**src/rtl/vend_pkg.sv**
```systemverilog
// vend_pkg: product codes, prices and dispense-sequencer state encoding
// shared by the dispense controller and its coin pulser.
package vend_pkg;

  localparam logic [1:0] PROD_NONE = 2'd0;
  localparam logic [1:0] PROD_A    = 2'd1;
  localparam logic [1:0] PROD_B    = 2'd2;
  localparam logic [1:0] PROD_C    = 2'd3;

  localparam logic [3:0] COST_A = 4'd4;
  localparam logic [3:0] COST_B = 4'd7;
  localparam logic [3:0] COST_C = 4'd9;

  // Refund counts reach at most COST_C + 3 = 12 units.
  localparam int REFUND_W = 5;

  typedef enum logic [2:0] {
    IDLE,
    CHECK,
    MOTOR,
    WAIT_DROP,
    PAYOUT,
    DONE
  } state_e;

  function automatic logic [3:0] cost_of(input logic [1:0] prod);
    case (prod)
      PROD_A:  cost_of = COST_A;
      PROD_B:  cost_of = COST_B;
      PROD_C:  cost_of = COST_C;
      default: cost_of = 4'd0;
    endcase
  endfunction

  function automatic logic [2:0] prod_onehot(input logic [1:0] prod);
    case (prod)
      PROD_A:  prod_onehot = 3'b001;
      PROD_B:  prod_onehot = 3'b010;
      PROD_C:  prod_onehot = 3'b100;
      default: prod_onehot = 3'b000;
    endcase
  endfunction

endpackage

```
**src/rtl/vend_coin_pulser.sv**
```systemverilog
// vend_coin_pulser: pays out a loaded number of unit coins as
// COIN_PULSE-high / COIN_PULSE-low pulses; finished is high whenever no
// coins remain owed.
module vend_coin_pulser
  import vend_pkg::*;
#(
  parameter int COIN_PULSE = 4
) (
  input  logic                clk,
  input  logic                rst,
  input  logic                load,
  input  logic [REFUND_W-1:0] load_cnt,
  output logic                coin_eject,
  output logic                finished
);

  localparam int PH_W = (COIN_PULSE > 1) ? $clog2(COIN_PULSE) : 1;
  localparam logic [PH_W-1:0] PH_LAST = PH_W'(COIN_PULSE - 1);

  logic [REFUND_W-1:0] cnt_q;
  logic [PH_W-1:0]     phase_q;
  logic                high_q;
  logic                active;

  assign active     = (cnt_q != '0);
  assign coin_eject = active && high_q;
  assign finished   = !active;

  // Walk each coin through its high phase then its low gap; the count only
  // drops once the gap has completed so the last coin also gets its gap.
  always_ff @(posedge clk or posedge rst) begin
    if (rst) begin
      cnt_q   <= '0;
      phase_q <= '0;
      high_q  <= 1'b0;
    end else if (load) begin
      cnt_q   <= load_cnt;
      phase_q <= '0;
      high_q  <= 1'b1;
    end else if (active) begin
      if (phase_q == PH_LAST) begin
        phase_q <= '0;
        if (high_q) begin
          high_q <= 1'b0;
        end else begin
          high_q <= 1'b1;
          cnt_q  <= cnt_q - REFUND_W'(1);
        end
      end else begin
        phase_q <= phase_q + PH_W'(1);
      end
    end
  end

endmodule

```
**src/rtl/vend_dispense_ctrl.sv**
```systemverilog
// vend_dispense_ctrl: sequences a granted sale through stock check, motor
// drive, drop detection and change/refund payout. Optional audit counters
// (sales_cnt, refund_total) are built when AUDIT_COUNTERS_EN is defined.
module vend_dispense_ctrl
  import vend_pkg::*;
#(
  parameter int MOTOR_CYCLES = 8,
  parameter int DROP_TIMEOUT = 32,
  parameter int COIN_PULSE   = 4,
  parameter int STOCK_W      = 4,
  parameter int STOCK_INIT   = 5
) (
  input  logic       clk,
  input  logic       rst,
  input  logic       vend_valid,
  input  logic [1:0] vend_prod,
  input  logic [1:0] vend_change,
  input  logic       drop_sensor,
  input  logic       restock,
  input  logic [1:0] restock_sel,
  input  logic       fault_clr,
  output logic [2:0] motor,
  output logic       coin_eject,
  output logic       busy,
  output logic       done,
  output logic       sold_out,
  output logic       jam_fault,
  output logic       vend_lost,
  output logic [2:0] stock_empty
`ifdef AUDIT_COUNTERS_EN
  ,
  output logic [15:0] sales_cnt,
  output logic [15:0] refund_total
`endif
);

  localparam int TMR_MAX = (MOTOR_CYCLES > DROP_TIMEOUT) ? MOTOR_CYCLES : DROP_TIMEOUT;
  localparam int TMR_W   = $clog2(TMR_MAX + 1);
  localparam logic [TMR_W-1:0]   MOTOR_LAST   = TMR_W'(MOTOR_CYCLES - 1);
  localparam logic [TMR_W-1:0]   TIMEOUT_LAST = TMR_W'(DROP_TIMEOUT - 1);
  localparam logic [STOCK_W-1:0] STOCK_INIT_V = STOCK_W'(STOCK_INIT);

  state_e              state_q, state_d;
  logic [1:0]          prod_q;
  logic [1:0]          change_q;
  logic [TMR_W-1:0]    timer_q;
  logic                jam_q;
  logic [STOCK_W-1:0]  stock_q [3];
  logic [STOCK_W-1:0]  cur_stock;
  logic                accept;
  logic                pay_load;
  logic [REFUND_W-1:0] pay_cnt;
  logic [REFUND_W-1:0] refund_full;
  logic                drop_ok;
  logic                timeout_hit;
  logic                restock_ok;
  logic                pay_finished;

  assign refund_full = {1'b0, cost_of(prod_q)} + {3'b000, change_q};
  assign restock_ok  = (state_q == IDLE) && restock && (restock_sel != PROD_NONE);

  // State register; an async reset abandons any dispense in progress.
  always_ff @(posedge clk or posedge rst) begin
    if (rst) begin
      state_q <= IDLE;
    end else begin
      state_q <= state_d;
    end
  end

  // Capture the product and change owed when a sale is accepted.
  always_ff @(posedge clk or posedge rst) begin
    if (rst) begin
      prod_q   <= PROD_NONE;
      change_q <= 2'd0;
    end else if (accept) begin
      prod_q   <= vend_prod;
      change_q <= vend_change;
    end
  end

  // Shared cycle timer for motor run time and drop wait, cleared on every state change.
  always_ff @(posedge clk or posedge rst) begin
    if (rst) begin
      timer_q <= '0;
    end else if (state_d != state_q) begin
      timer_q <= '0;
    end else if ((state_q == MOTOR) || (state_q == WAIT_DROP)) begin
      timer_q <= timer_q + TMR_W'(1);
    end
  end

  // Sticky jam flag; a new timeout takes priority over a simultaneous clear.
  always_ff @(posedge clk or posedge rst) begin
    if (rst) begin
      jam_q <= 1'b0;
    end else if (timeout_hit) begin
      jam_q <= 1'b1;
    end else if (fault_clr) begin
      jam_q <= 1'b0;
    end
  end

  // Per-product stock: reload only while idle, consume on a confirmed drop, never wrap below zero.
  always_ff @(posedge clk or posedge rst) begin
    if (rst) begin
      for (int i = 0; i < 3; i++) begin
        stock_q[i] <= STOCK_INIT_V;
      end
    end else begin
      for (int i = 0; i < 3; i++) begin
        if (restock_ok && (restock_sel == 2'(i + 1))) begin
          stock_q[i] <= STOCK_INIT_V;
        end else if (drop_ok && (prod_q == 2'(i + 1)) && (stock_q[i] != '0)) begin
          stock_q[i] <= stock_q[i] - STOCK_W'(1);
        end
      end
    end
  end

  // Select the stock counter of the latched product.
  always_comb begin
    cur_stock = '0;
    case (prod_q)
      PROD_A:  cur_stock = stock_q[0];
      PROD_B:  cur_stock = stock_q[1];
      PROD_C:  cur_stock = stock_q[2];
      default: cur_stock = '0;
    endcase
  end

  // Empty flags follow the counters directly.
  always_comb begin
    stock_empty = '0;
    for (int i = 0; i < 3; i++) begin
      stock_empty[i] = (stock_q[i] == '0);
    end
  end

  // Next-state logic; every entry into PAYOUT loads the pulser with the amount owed.
  always_comb begin
    state_d     = state_q;
    accept      = 1'b0;
    pay_load    = 1'b0;
    pay_cnt     = '0;
    drop_ok     = 1'b0;
    timeout_hit = 1'b0;
    sold_out    = 1'b0;
    case (state_q)
      IDLE: begin
        if (vend_valid && (vend_prod != PROD_NONE)) begin
          accept  = 1'b1;
          state_d = CHECK;
        end
      end
      CHECK: begin
        if (jam_q) begin
          pay_load = 1'b1;
          pay_cnt  = refund_full;
          state_d  = PAYOUT;
        end else if (cur_stock == '0) begin
          sold_out = 1'b1;
          pay_load = 1'b1;
          pay_cnt  = refund_full;
          state_d  = PAYOUT;
        end else begin
          state_d = MOTOR;
        end
      end
      MOTOR: begin
        if (timer_q == MOTOR_LAST) begin
          state_d = WAIT_DROP;
        end
      end
      WAIT_DROP: begin
        if (drop_sensor) begin
          drop_ok  = 1'b1;
          pay_load = 1'b1;
          pay_cnt  = {3'b000, change_q};
          state_d  = PAYOUT;
        end else if (timer_q == TIMEOUT_LAST) begin
          timeout_hit = 1'b1;
          pay_load    = 1'b1;
          pay_cnt     = refund_full;
          state_d     = PAYOUT;
        end
      end
      PAYOUT: begin
        if (pay_finished) begin
          state_d = DONE;
        end
      end
      DONE: begin
        state_d = IDLE;
      end
      default: begin
        state_d = IDLE;
      end
    endcase
  end

  assign busy      = (state_q != IDLE);
  assign done      = (state_q == DONE);
  assign vend_lost = vend_valid && busy;
  assign jam_fault = jam_q;
  assign motor     = (state_q == MOTOR) ? prod_onehot(prod_q) : 3'b000;

  vend_coin_pulser #(
    .COIN_PULSE(COIN_PULSE)
  ) u_pulser (
    .clk       (clk),
    .rst       (rst),
    .load      (pay_load),
    .load_cnt  (pay_cnt),
    .coin_eject(coin_eject),
    .finished  (pay_finished)
  );

`ifdef AUDIT_COUNTERS_EN
  logic [16:0] refund_sum;

  assign refund_sum = {1'b0, refund_total} + 17'(pay_cnt);

  // Audit totals: wrapping sales count, saturating refunded-unit total.
  always_ff @(posedge clk or posedge rst) begin
    if (rst) begin
      sales_cnt    <= '0;
      refund_total <= '0;
    end else begin
      if (drop_ok) begin
        sales_cnt <= sales_cnt + 16'd1;
      end
      if (pay_load && !drop_ok) begin
        refund_total <= refund_sum[16] ? 16'hFFFF : refund_sum[15:0];
      end
    end
  end
`endif

endmodule

```
**config.mk**
```make
export PLATFORM = sky130hd
export DESIGN_NAME = vend_dispense_ctrl
export DESIGN_NICKNAME = d
export VERILOG_FILES = /design/src/rtl/vend_pkg.sv /design/src/rtl/vend_coin_pulser.sv /design/src/rtl/vend_dispense_ctrl.sv
export SDC_FILE = /design/constraint.sdc
export NUM_CORES = 1
export LEC_CHECK = 0
export BUFFER_PORTS_ARGS = -buffer_cell sky130_fd_sc_hd__buf_2
export CORE_ASPECT_RATIO = 1.1
export CORE_MARGIN = 2
export CORE_UTILIZATION = 60
export DETAILED_ROUTE_END_ITERATION = 7
export GPL_TIMING_DRIVEN = 0
export PLACE_DENSITY_LB_ADDON = 0.15
export SYNTH_ARGS = -nofsm -noshare
export SYNTH_HDL_FRONTEND = slang
export SYNTH_SLANG_ARGS = --single-unit
```
**constraint.sdc**
```tcl
create_clock -name clk -period 3.1 [get_ports clk]
set_input_delay 0.62 -clock clk [delete_from_list [all_inputs] [get_ports clk]]
set_output_delay 0.62 -clock clk [all_outputs]
set_load 0.005 [all_outputs]
```
==> qor.tcl <==
set qor(pin_count) 24
set qor(synth.largest_area_cell) {dfrtp_1}
set qor(ctsHtreeMaxLevel) 2
set qor(combinational_family_with_the_most_area_after_synthesis) {simple AND/OR/NAND/NOR gates}
set qor(yosys.area_share.xor_xnor) 0.0529
set qor(postRouteAntennaNets) 0
set qor(capturing_element_type_of_the_critical_path) {primary output}
set qor(synth_sequential_area_ratio) 0.399
set qor(slew_violations) 0
set qor(setup_ws_ns) 0.504
set qor(synth_enable_flop_cells) 0
set qor(cts_made_buffers) 5
set qor(rsz_0062_raised_after_global_routing) {false}
set qor(horiz_die_dim_um) 61.1
set qor(p_sw_uw) 845
set qor(status) {complete, no violations}
set qor(synth_area_per_cell_um2) 9.65
set qor(cp.buffers_inverters) 1
set qor(setup_fix_buffers_added_after_clock_tree_synthesis) 0
set qor(routed_wire_length_per_instance_um) 14.4
set qor(setup_tns_ns) 0
set qor(leakage_nw) 1.15
set qor(cp_slowest_cell) {o41ai_1}
set qor(gr-total-overflow) 0
set qor(timing.final.crit_period_ns) 2.60
set qor(core_um2) 3390
set qor(vdd.ir_drop.worst_mv) 0.421
set qor(asyncSetResetFlopFracSynth) 1.00
set qor(maxCapViolCount) 0
set qor(crit_path_max_fanout) 4
set qor(firstDrtPassIters) 4
set qor(clock_root_buffer_master) {clkbuf_4}
set qor(post_drt_via_cell_ratio) 5.76
set qor(synth-main-ff-cell) {dfrtp_1}
set qor(hp-class) {in2async}
set qor(synthAdderAreaFrac) 0.0965
set qor(num-fill-cells) 285
set qor(yosys.cell_count.top_type) {dfrtp_1}
set qor(distinct_cell_type_count_of_the_synthesized_netlist) 50
set qor(first_iter_violations) 120
set qor(floorplan.die_area_um2) 4080
set qor(power_frac_clock) 0.120
set qor(routed-via-count) 1746
set qor(antenna_found_initial) 0
set qor(ys_ff_latch) 34
set qor(tightestPinTransition_ns) 0.589
set qor(commonest_cells_in_the_netlist) {dfrtp_1 (28), nor2_1 (23), inv_1 (19)}
set qor(worstSetupPathDepth) 4
set qor(crit_type) {reg2out}
set qor(synth_cells) 223
set qor(cp_data_arrival_time_ns) 1.98
set qor(tritoncts) {yes}
set qor(syn_nets) 251
set qor(ys_top_cells_by_area) {dfrtp_1 (33%), ha_1 (8.7%), dfstp_2 (7.3%)}
set qor(clk_transition_reported_paths_ns) 0.10
set qor(n_antenna_cell) 0
set qor(timing.critical_path.max_delay_family) {compound AO/OA/AOI/OAI gates}
set qor(initial_utilization) 0.636
set qor(timing.critical_path.cells) {o41ai_1 > a31oi_1 > nor3b_1 > buf_2}
set qor(die_y_um) 66.8
set qor(power.share.combinational) 0.496
set qor(cts_repair_resize_count) 0
set qor(cellPowerDensity_nw_per_um2) 819
set qor(achievable-frequency_ghz) 0.385
set qor(cp_slowest_stage_delay_ns) 0.61
set qor(slew_headroom) 0.602
set qor(synth-compound-area-share) 0.131
set qor(wl_met1_um) 1970
set qor(netlist.area_leader.share) 0.326
set qor(flop_to_flop_setup_slack_ns) 1.09
set qor(clkLatencyLatePin_ns) 0.34
set qor(intPower_mw) 1.12
set qor(p_sw_frac) 0.429
set qor(cts.hold.buffers_added) 0
set qor(worstRegToRegCells) 8
set qor(timing.final.hold_violations) 0
set qor(maximum_number_of_pins_on_one_net_before_global_route_repair) 35
set qor(syn_to_final_growth_pct) 11.7
set qor(fin_skew_ns) 0.00865
set qor(dr_wl_met3_um) 122
set qor(r2r-start) {prod_q[0]}
set qor(place_area_um2) 2330
set qor(layout.nets) 282
set qor(top_signal_layer_used) {met4}
set qor(final_layout_size_suffix_gt1_frac) 0.200
set qor(std_cell_rows) 22
set qor(synth_area_um2) 2150
set qor(synthSimpleGateAreaFrac) 0.263
set qor(vias_in_the_first_global_route) 1792
set qor(power_frac_seq) 0.385
set qor(final.period_utilization) 0.837
set qor(postLayoutCellArea_um2) 2400
set qor(grt_first_pass_wirelength_um) 7590
set qor(route.met2.wl_um) 2210
set qor(cp-start-kind) {register}
set qor(share_of_synthesized_area_spent_on_multiplexers) 0.0151
set qor(finalWeightedCongestion) 0.823
set qor(postRouteWirelength_um) 4360
set qor(place_hpwl_um) 3250
set qor(dp_worst_setup_slack_ns) 0.875
set qor(portBuffers) 23
set qor(final-setup-viol-count) 0
set qor(cts_buffer_depth) 2
set qor(number_of_synthesis_warnings) 0
set qor(worstPathRequired_ns) 2.48
set qor(clock_sinks) 34
set qor(postLayoutCoreUtil) 0.710
set qor(groute.usage.overall) 0.250
set qor(timing.hold.ws_ns) 0.201
set qor(final_routed_drc_violation_total) 0
set qor(cp-startpoint) {stock_q[5]}
[power by group through the flow]
stage	clock network (mW)	logic, mW	registers (mW)
detailed placement	0	0.964	0.763
global placement	0	0.930	0.756
finish	0.235	0.976	0.757
floorplan	0	0.746	0.724
CTS	0.239	0.972	0.756
global route	0.257	1.11	0.779
[metrics by stage]
step	cells	total power [mW]
after floorplan	223	1.47
after global placement	294	1.69
after detailed placement	294	1.73
after CTS	302	1.97
after global routing	303	2.15
final	303	1.97
[state kept, by name, indices dropped and copies added, names as in the netlist]
signal	count
u_pulser.high_q	1
prod_q	2
state_q	3
u_pulser.cnt_q	5
jam_fault	1
timer_q	6
change_q	2
u_pulser.phase_q	2
stock_q	12
[area by class of cell]
class,instances,area [um2],share of cell area
flip-flops and latches,34,858,0.357
plain buffers,4,20.0,0.00833
multi-input cells,166,1200,0.500
inverters,19,71.3,0.0297
clock buffers,8,48.8,0.0203
well taps,48,60.1,0.0250
repair buffers,24,143,0.0593
[cell families after synthesis]
logic type                 Yosys count
DFF                                 34
adders and majority gates           16
and+or+nand+nor                     92
xor gates and xnor gates            13
muxes                                3
AOI/OAI and AO/OA                   42
buffers and inverters               23
[final timing paths]
kind,to
min in group clk,jam_fault
max in group asynchronous,stock_q[0]
worst min register to register,u_pulser.phase_q[1]
worst max register to register,u_pulser.cnt_q[3]
worst min-delay path,u_pulser.cnt_q[1]
worst max-delay path,sold_out
[cells in the final DEF, fill, tap and decap left out, drive strengths merged, types with 4 or more instances in the layout]
cell type	netlist	final
dfstp	6	6
clkbuf	0	8
dfrtp	28	28
nor2	23	23
nand3b	7	7
and3	6	6
xnor2	8	8
xor2	5	5
ha	15	15
nand2	15	15
nand3	5	5
inv	19	18
o21ai	12	12
or3	4	4
buf	4	28
nor3	8	8
a21oi	7	7
nor3b	5	5
[routing by layer]
| layer | up-vias | track usage |
|---|---|---|
| met5 | - | 0 |
| met4 | 0 | 0.106 |
| met3 | 5 | 0.0427 |
| met2 | 32 | 0.420 |
| met1 | 856 | 0.308 |
| li1 | 853 | - |
Note: power is estimated with default switching activity, not from simulation.
